===== src/rtl/mem_arbiter.sv =====
// Round-robin arbiter that lets two pipelined cores share one data memory port.
// Each transaction occupies the memory for MEM_LATENCY cycles. The final (done)
// cycle releases the owner's stall and, for loads, forwards mem_rdata and also
// captures it into that core's hold register.
//
// Ports:
//   clk, reset                    - clock, asynchronous active-high reset
//   a_memreqM/a_memwriteM         - core A request level and store flag
//   a_addrM/a_wdataM              - core A address and store data
//   a_rdataM/a_stallM             - core A load data and pipeline stall
//   b_*                           - core B equivalents
//   mem_en/mem_we                 - shared memory enable and write enable
//   mem_addr/mem_wdata/mem_rdata  - shared memory address, write and read data
module mem_arbiter #(
  parameter int unsigned MEM_LATENCY = 2
) (
  input  logic        clk,
  input  logic        reset,
  input  logic        a_memreqM,
  input  logic        a_memwriteM,
  input  logic [31:0] a_addrM,
  input  logic [31:0] a_wdataM,
  output logic [31:0] a_rdataM,
  output logic        a_stallM,
  input  logic        b_memreqM,
  input  logic        b_memwriteM,
  input  logic [31:0] b_addrM,
  input  logic [31:0] b_wdataM,
  output logic [31:0] b_rdataM,
  output logic        b_stallM,
  output logic        mem_en,
  output logic        mem_we,
  output logic [31:0] mem_addr,
  output logic [31:0] mem_wdata,
  input  logic [31:0] mem_rdata
);

  typedef enum logic [1:0] {StIdle, StBusyA, StBusyB} state_e;

  localparam logic [3:0] CntInit = 4'(MEM_LATENCY - 1);

  state_e      state_q, state_d;
  logic [3:0]  cnt_q, cnt_d;
  logic        last_grant_q, last_grant_d;  // 0 = A, 1 = B
  logic [31:0] lat_addr_q, lat_addr_d;
  logic [31:0] lat_wdata_q, lat_wdata_d;
  logic        lat_we_q, lat_we_d;
  logic [31:0] hold_a_q, hold_b_q;

  logic grant_a, grant_b;
  logic busy, a_done, b_done, a_load_done, b_load_done;

  always_comb begin
    state_d      = state_q;
    cnt_d        = cnt_q;
    last_grant_d = last_grant_q;
    lat_addr_d   = lat_addr_q;
    lat_wdata_d  = lat_wdata_q;
    lat_we_d     = lat_we_q;
    grant_a      = 1'b0;
    grant_b      = 1'b0;

    unique case (state_q)
      StIdle: begin
        if (a_memreqM && b_memreqM) begin
          // Contention: favour whichever core was not granted last.
          if (last_grant_q) grant_a = 1'b1;
          else              grant_b = 1'b1;
        end else if (a_memreqM) begin
          grant_a = 1'b1;
        end else if (b_memreqM) begin
          grant_b = 1'b1;
        end
      end
      StBusyA: begin
        // The owner's request is served in its done cycle, so only the other
        // core may be granted straight from here.
        if (cnt_q != 4'd0)  cnt_d   = cnt_q - 4'd1;
        else if (b_memreqM) grant_b = 1'b1;
        else                state_d = StIdle;
      end
      StBusyB: begin
        if (cnt_q != 4'd0)  cnt_d   = cnt_q - 4'd1;
        else if (a_memreqM) grant_a = 1'b1;
        else                state_d = StIdle;
      end
      default: state_d = StIdle;
    endcase

    if (grant_a) begin
      state_d      = StBusyA;
      cnt_d        = CntInit;
      last_grant_d = 1'b0;
      lat_addr_d   = a_addrM;
      lat_wdata_d  = a_wdataM;
      lat_we_d     = a_memwriteM;
    end
    if (grant_b) begin
      state_d      = StBusyB;
      cnt_d        = CntInit;
      last_grant_d = 1'b1;
      lat_addr_d   = b_addrM;
      lat_wdata_d  = b_wdataM;
      lat_we_d     = b_memwriteM;
    end
  end

  always_comb begin
    busy        = (state_q != StIdle);
    a_done      = (state_q == StBusyA) && (cnt_q == 4'd0);
    b_done      = (state_q == StBusyB) && (cnt_q == 4'd0);
    a_load_done = a_done && !lat_we_q;
    b_load_done = b_done && !lat_we_q;

    a_stallM    = a_memreqM && !a_done;
    b_stallM    = b_memreqM && !b_done;
    a_rdataM    = a_load_done ? mem_rdata : hold_a_q;
    b_rdataM    = b_load_done ? mem_rdata : hold_b_q;

    mem_en      = busy;
    mem_we      = busy && lat_we_q;
    mem_addr    = busy ? lat_addr_q  : 32'd0;
    mem_wdata   = busy ? lat_wdata_q : 32'd0;
  end

  always_ff @(posedge clk or posedge reset) begin
    if (reset) begin
      state_q      <= StIdle;
      cnt_q        <= 4'd0;
      last_grant_q <= 1'b1;  // first contention after reset goes to A
      lat_addr_q   <= 32'd0;
      lat_wdata_q  <= 32'd0;
      lat_we_q     <= 1'b0;
      hold_a_q     <= 32'd0;
      hold_b_q     <= 32'd0;
    end else begin
      state_q      <= state_d;
      cnt_q        <= cnt_d;
      last_grant_q <= last_grant_d;
      lat_addr_q   <= lat_addr_d;
      lat_wdata_q  <= lat_wdata_d;
      lat_we_q     <= lat_we_d;
      if (a_load_done) hold_a_q <= mem_rdata;
      if (b_load_done) hold_b_q <= mem_rdata;
    end
  end

endmodule

===== config.mk =====
export PLATFORM = sky130hd
export DESIGN_NAME = mem_arbiter
export DESIGN_NICKNAME = d
export VERILOG_FILES = /design/src/rtl/mem_arbiter.sv
export SDC_FILE = /design/constraint.sdc
export NUM_CORES = 1
export LEC_CHECK = 0
export ABC_AREA = 1
export CORE_MARGIN = 2
export CORE_UTILIZATION = 37
export CTS_CLUSTER_SIZE = 24
export DETAILED_ROUTE_END_ITERATION = 16
export PLACE_DENSITY = 0.76
export SYNTH_ARGS = -nofsm -noshare
export SYNTH_HDL_FRONTEND = slang
export SYNTH_SLANG_ARGS = --single-unit

===== constraint.sdc =====
create_clock -name clk -period 4.75 [get_ports clk]
set_clock_uncertainty 0.1 [all_clocks]
set_input_delay 0.95 -clock clk [delete_from_list [all_inputs] [get_ports clk]]
set_output_delay 0.95 -clock clk [all_outputs]
set_load 0.005 [all_outputs]

Word-level counts from Yosys, hierarchy flattened
Cells that the tools add are included.

storage, ports and cells
  word-level logic and storage cells = 71
  bits of input ports = 166
  register bits = 136
  output and inout port bits = 132

operators by class
  mux-type cells = 34
  reduce and logical (&&, ||, !) cells = 21
  add/subtract/negate cells = 1
  equal/unequal tests = 7

operator list
  operator                                                             number
  32-bit 2-to-1 mux                                                    8
  4-bit 2-to-1 mux                                                     4
  4-bit != test (second input constant)                                4
  1-bit 2-to-1 mux                                                     13
  2-bit 2-to-1 mux                                                     6
  1-bit logical AND                                                    8
  2-bit case mux with 3 select lines                                   1
  3-bit nonzero test                                                   2
  5-bit AND reduction                                                  1
  4-bit zero test                                                      1
  1-bit case mux with 2 select lines                                   2
  2-bit nonzero test                                                   2
  4-bit nonzero test                                                   1
  4-bit by 1-bit subtractor with 4-bit output (second input constant)  1
  1-bit zero test                                                      3
  3-bit != test (second input constant)                                1
  2-bit by 1-bit == test with 1-bit output (second input constant)     1
  2-bit == test (second input constant)                                1
  2-bit zero test                                                      1
  2-bit AND reduction                                                  1
  2-bit OR reduction                                                   1

Longest topological paths before layout
  depth in word-level cells = 6
  gate-level depth with buffers = 10
  mapped depth without buffers = 9

Worst setup path after synthesis
OpenSTA, ideal clock, no wires.

  kind = flip-flop to output port
  start point = register cnt_q[0]
  end point = output b_rdataM[10]
  cell stages (with the launch flop) = 8
  data required time = 3.700 ns
  setup slack = 2.268 ns
  arrival time = 1.432 ns
  buffers on the path = 1
  cells stage by stage = dfrtp_1 -> inv_1 -> ha_1 -> nand2_1 -> inv_2 -> nand3_2 -> clkbuf_1 -> o21ai_0

on the way
  word-level cells in the longest chain between the ends = 4

ends and longest elaborated chain
  item                    RTL line  RTL
  start, declared         43        logic [3:0] cnt_q, cnt_d;
  start signal, assigned  138       cnt_q <= cnt_d;
  4-bit zero test         111       b_done = (state_q == StBusyB) && (cnt_q == 4'd0);
  1-bit logical AND       111
  1-bit logical AND       113       b_load_done = b_done && !lat_we_q;
  32-bit 2-to-1 mux       n/a
  end, declared           29        output logic [31:0] b_rdataM,

No other way between the ends.

Final worst setup path
  start point = register cnt_q[0]
  end point = output b_rdataM[24]

Same word-level chain as after synthesis.

==> results by stage <==
Status:
- The run finished with clean final reports.

Global route:
- The initial antenna violation count was 0.
- Global routing finished with a remaining overflow of 0.
- Entering global routing, the biggest net connects 82 pins.
- The wire length of the first global-routing pass is 31,200 um.
- Global routing consumed, over all layers together, 22.1% of the routing resources.
- The number of global-route vias before repair is 6,002.

Worst setup path:
- Data on the critical path arrives at its endpoint at 3.08 ns.
- The slowest stage of the critical path belongs to the cell sky130_fd_sc_hd__clkdlybuf4s50_1.
- The worst setup path is of the reg2out kind.
- The family with the most delay on the worst path is buffers and inverters.
- For the worst setup path, the data required time is 3.70 ns.
- The signal on the critical path passes through inv_1 > ha_1 > nand2_1 > inv_2 > nand3_2 > buf_12 > o21ai_0 > clkdlybuf4s50_1.
- On the worst path, the slowest cell contributes a delay of 0.58 ns.
- The kind of end point of the critical path is an output port.
- The critical path contains buffers and inverters numbering 4 combined.
- The largest fanout of any net on the critical path is 35.
- The startpoint kind of the worst setup timing path is a register.

Timing:
- The total count of hold-check failures in the final report is 0.
- The measured slew at the worst slew-check pin is 0.784 ns.
- Setup repair after global routing left no endpoint under its margin.
- The relative slew slack is 47.7%.
- The highest clock frequency the design can meet is 242 MHz.
- The period utilization is 86.9%.
- Subtracting the final worst setup slack from the clock period gives 4.13 ns.
- The final-report max-slew violation count is 0.
- Summed over all failing endpoints, the final setup total negative slack is 0 ns.
- The setup violation total in the final timing report is 0.

Routing:
- In the final routed layout, each cell accounts on average for 15.4 um.
- The via-per-instance ratio is 4.74.
- After detailed routing, the total wire length is 20,200 um.
- The detailed router's first-iteration violation count is 279.
- In this run the remaining antenna-violating nets after routing total 0.
- The DRC violation count after routing is 0.
- The first TritonRoute pass finished after 4 iterations.
- The total via count after detailed routing is 6,214.

Clocking:
- The H-tree depth reported by CTS is 4.
- The number of sinks on the clock net is 136.
- In this run the post-CTS setup repair buffer count came out at 0.
- The TritonCTS buffer count is 17.
- The largest buffer count on any clock path is 2.
- The quantity of gates resized following cts is 0.
- Clock-pin slew was measured on the worst setup and hold paths at 0.06 ns.
- The CTS root buffer is sky130_fd_sc_hd__clkbuf_16.
- TritonCTS built the clock tree.
- The number of buffers inserted by hold repair at cts is 0.
- For the worst-skew pair, the clock arrives at the later sink with an insertion delay of 0.41 ns.

Synth:
- Yosys printed 0 warnings.
- The synthesized netlist contains 22 unique library cells.
- The fraction of the yosys area taken by sequential cells is 53.8%.
- After synthesis the cells add up to 6330 um2.
- The count of state elements after synthesis is 136.
- The net count after synthesis is 968.
- The synthesized area per cell is 7.93 um2.
- The cell count after synthesis is 798.

Floorplanning:
- The area of the placeable core is 16,600 um2.
- The die covers 18,200 um2.
- Measured along the x axis, the die boundary spans 135 um.
- The count of boundary I/O pins is 298.
- The height of the die is 135 um.
- The placement row count is 47.
- Once the floorplan was initialized, standard cells occupied 38.0% of the core.

Finish:
- The post-layout instance count excluding filler cells is 1,311.
- The post-layout net count is 1,248.
- The share of cells above drive strength 1 is 4.95%.
- At the end of the flow the core is filled with cells to 60.5%.
- Compared with the post-synthesis result, the final layout area differs by 59.0%.
- The number of antenna diodes in the final layout is 0.

Pwr:
- Dividing total power by cell area gives a power density of 686 nW/um2.
- The worst-case IR drop observed on VDD is 339 uV.
- Summed over all cells, the static leakage comes to 4.74 nW.

Place:
- The number of cells in the design after placement is 1,279.
- The total of buffers placed on input and output ports is 297.
- The half-perimeter wire length after placement is 14,000 um.
- The congestion estimate from routability-driven global placement came to 0.794.

Worst hold path:
- The tightest min-delay check is of the reg2reg type.

Job:
- Max-cap violations in this run came to 0.
-- report_power, final --
part / internal [mW] / total (mW) / switching, mW
sequential: 1.77 / 2.01 / 0.241
clock: 0.875 / 1.38 / 0.503
combinational: 1.78 / 3.52 / 1.73
total: 4.43 / 6.91 / 2.48
-- area by class of cell --
type	count	area, um2
Clock buffer	24	522
Inverter	113	429
Tap cell	220	275
Multi-Input combinational cell	502	2220
Timing Repair Buffer	308	3110
Fill cell	1464	6580
Sequential cell	136	3400
Clock inverter	8	108
-- kinds of logic (layout without fill, tap and decap cells) --
logic type / count (synthesis) / in the layout / synth area share, %
xor+xnor: 1 / 1 / 0.138
flops: 136 / 136 / 53.8
simple gates: 300 / 300 / 18.5
fa+ha+maj: 4 / 4 / 0.791
compound gates: 197 / 197 / 15.6
buf+inv: 160 / 453 / 11.1
-- worst paths after layout --
path | startpoint | to | slack [ns] | depth (start not counted)
worst max-delay path | cnt_q[0] | b_rdataM[24] | 0.62 | 8
worst min-delay path | lat_wdata_q[25] | lat_wdata_q[25] | 0.38 | 2
worst max register to register | state_q[0] | lat_wdata_q[13] | 2.06 | 7
worst min register to register | lat_wdata_q[25] | lat_wdata_q[25] | 0.38 | 2
max in group asynchronous | reset | lat_wdata_q[29] | 2.78 | 3
min in group asynchronous | reset | hold_a_q[10] | 0.94 | 2
-- registers in the layout, summed over array words and instances, names as in the netlist --
| signal | count |
|---|---|
| lat_wdata_q | 32 |
| lat_addr_q | 32 |
| hold_a_q | 32 |
| state_q | 2 |
| hold_b_q | 32 |
| last_grant_q | 1 |
| cnt_q | 4 |
| lat_we_q | 1 |
-- routing by layer --
metal | GRT usage (%) | up-vias | routed length, um
met4 | 8.07 | 0 | 376
met3 | 9.23 | 27 | 2220
li1 | - | 3045 | -
met5 | 0 | - | 0
met1 | 25.5 | 2896 | 7890
met2 | 36.9 | 246 | 9740
-- cells in the mapped netlist --
| cell type | number | area share (%) |
|---|---|---|
| sky130_fd_sc_hd__nor2_1 | 133 | 7.9 |
| sky130_fd_sc_hd__o21a_1 | 1 | 0.12 |
| sky130_fd_sc_hd__ha_1 | 4 | 0.79 |
| sky130_fd_sc_hd__nand4_1 | 3 | 0.30 |
| sky130_fd_sc_hd__dfstp_2 | 1 | 0.42 |
| sky130_fd_sc_hd__o21ai_0 | 92 | 7.3 |
| sky130_fd_sc_hd__nand3_1 | 9 | 0.71 |
| sky130_fd_sc_hd__nand2_1 | 149 | 8.8 |
| sky130_fd_sc_hd__nand2_2 | 2 | 0.20 |
| sky130_fd_sc_hd__clkbuf_1 | 14 | 0.83 |
| sky130_fd_sc_hd__buf_2 | 18 | 1.4 |
| sky130_fd_sc_hd__inv_1 | 111 | 6.6 |
| sky130_fd_sc_hd__xor2_1 | 1 | 0.14 |
| sky130_fd_sc_hd__a21oi_1 | 66 | 5.2 |
| sky130_fd_sc_hd__nand3_2 | 2 | 0.32 |
| sky130_fd_sc_hd__o21ai_1 | 38 | 3.0 |
| sky130_fd_sc_hd__nor2_2 | 1 | 0.099 |
| sky130_fd_sc_hd__dfrtp_1 | 135 | 53 |
| sky130_fd_sc_hd__nor2_4 | 1 | 0.18 |
| sky130_fd_sc_hd__buf_6 | 7 | 1.2 |
| sky130_fd_sc_hd__buf_4 | 8 | 0.95 |
| sky130_fd_sc_hd__inv_2 | 2 | 0.12 |
-- placed cells by master, fill, tap and decap left out, types with 3 or more instances in the layout --
master | Yosys | routed
sky130_fd_sc_hd__nand4_1 | 3 | 3
sky130_fd_sc_hd__nand3_1 | 9 | 9
sky130_fd_sc_hd__ha_1 | 4 | 3
sky130_fd_sc_hd__clkbuf_16 | 0 | 17
sky130_fd_sc_hd__inv_6 | 0 | 3
sky130_fd_sc_hd__buf_12 | 0 | 4
sky130_fd_sc_hd__o21ai_0 | 92 | 92
sky130_fd_sc_hd__clkdlybuf4s50_1 | 0 | 297
sky130_fd_sc_hd__nor2_1 | 133 | 133
sky130_fd_sc_hd__o21ai_1 | 38 | 38
sky130_fd_sc_hd__nand2_1 | 149 | 149
sky130_fd_sc_hd__a21oi_1 | 66 | 66
sky130_fd_sc_hd__inv_1 | 111 | 110
sky130_fd_sc_hd__buf_4 | 8 | 7
sky130_fd_sc_hd__clkbuf_8 | 0 | 7
sky130_fd_sc_hd__dfrtp_1 | 135 | 135
sky130_fd_sc_hd__clkinvlp_4 | 0 | 4
-- worst min-delay path, stage by stage, from the launching register on --
cell and delay [ns]:
sky130_fd_sc_hd__dfrtp_1 0.34, sky130_fd_sc_hd__nand2_1 0.05, sky130_fd_sc_hd__o21ai_0 0.06
-- through the flow --
stage	hold slack (ns)	worst slack, ns	instance area [um2]	total power, mW
finish	0.383	0.620	10100	6.91
global route	0.408	0.360	10100	7.45
CTS	0.389	0.581	10100	6.98
detailed placement	0.375	1.11	9440	5.55
global placement	0.367	1.17	9440	5.48
floorplan	0.352	0.0622	6330	3.70
Note: power is estimated with default switching activity, not from simulation.
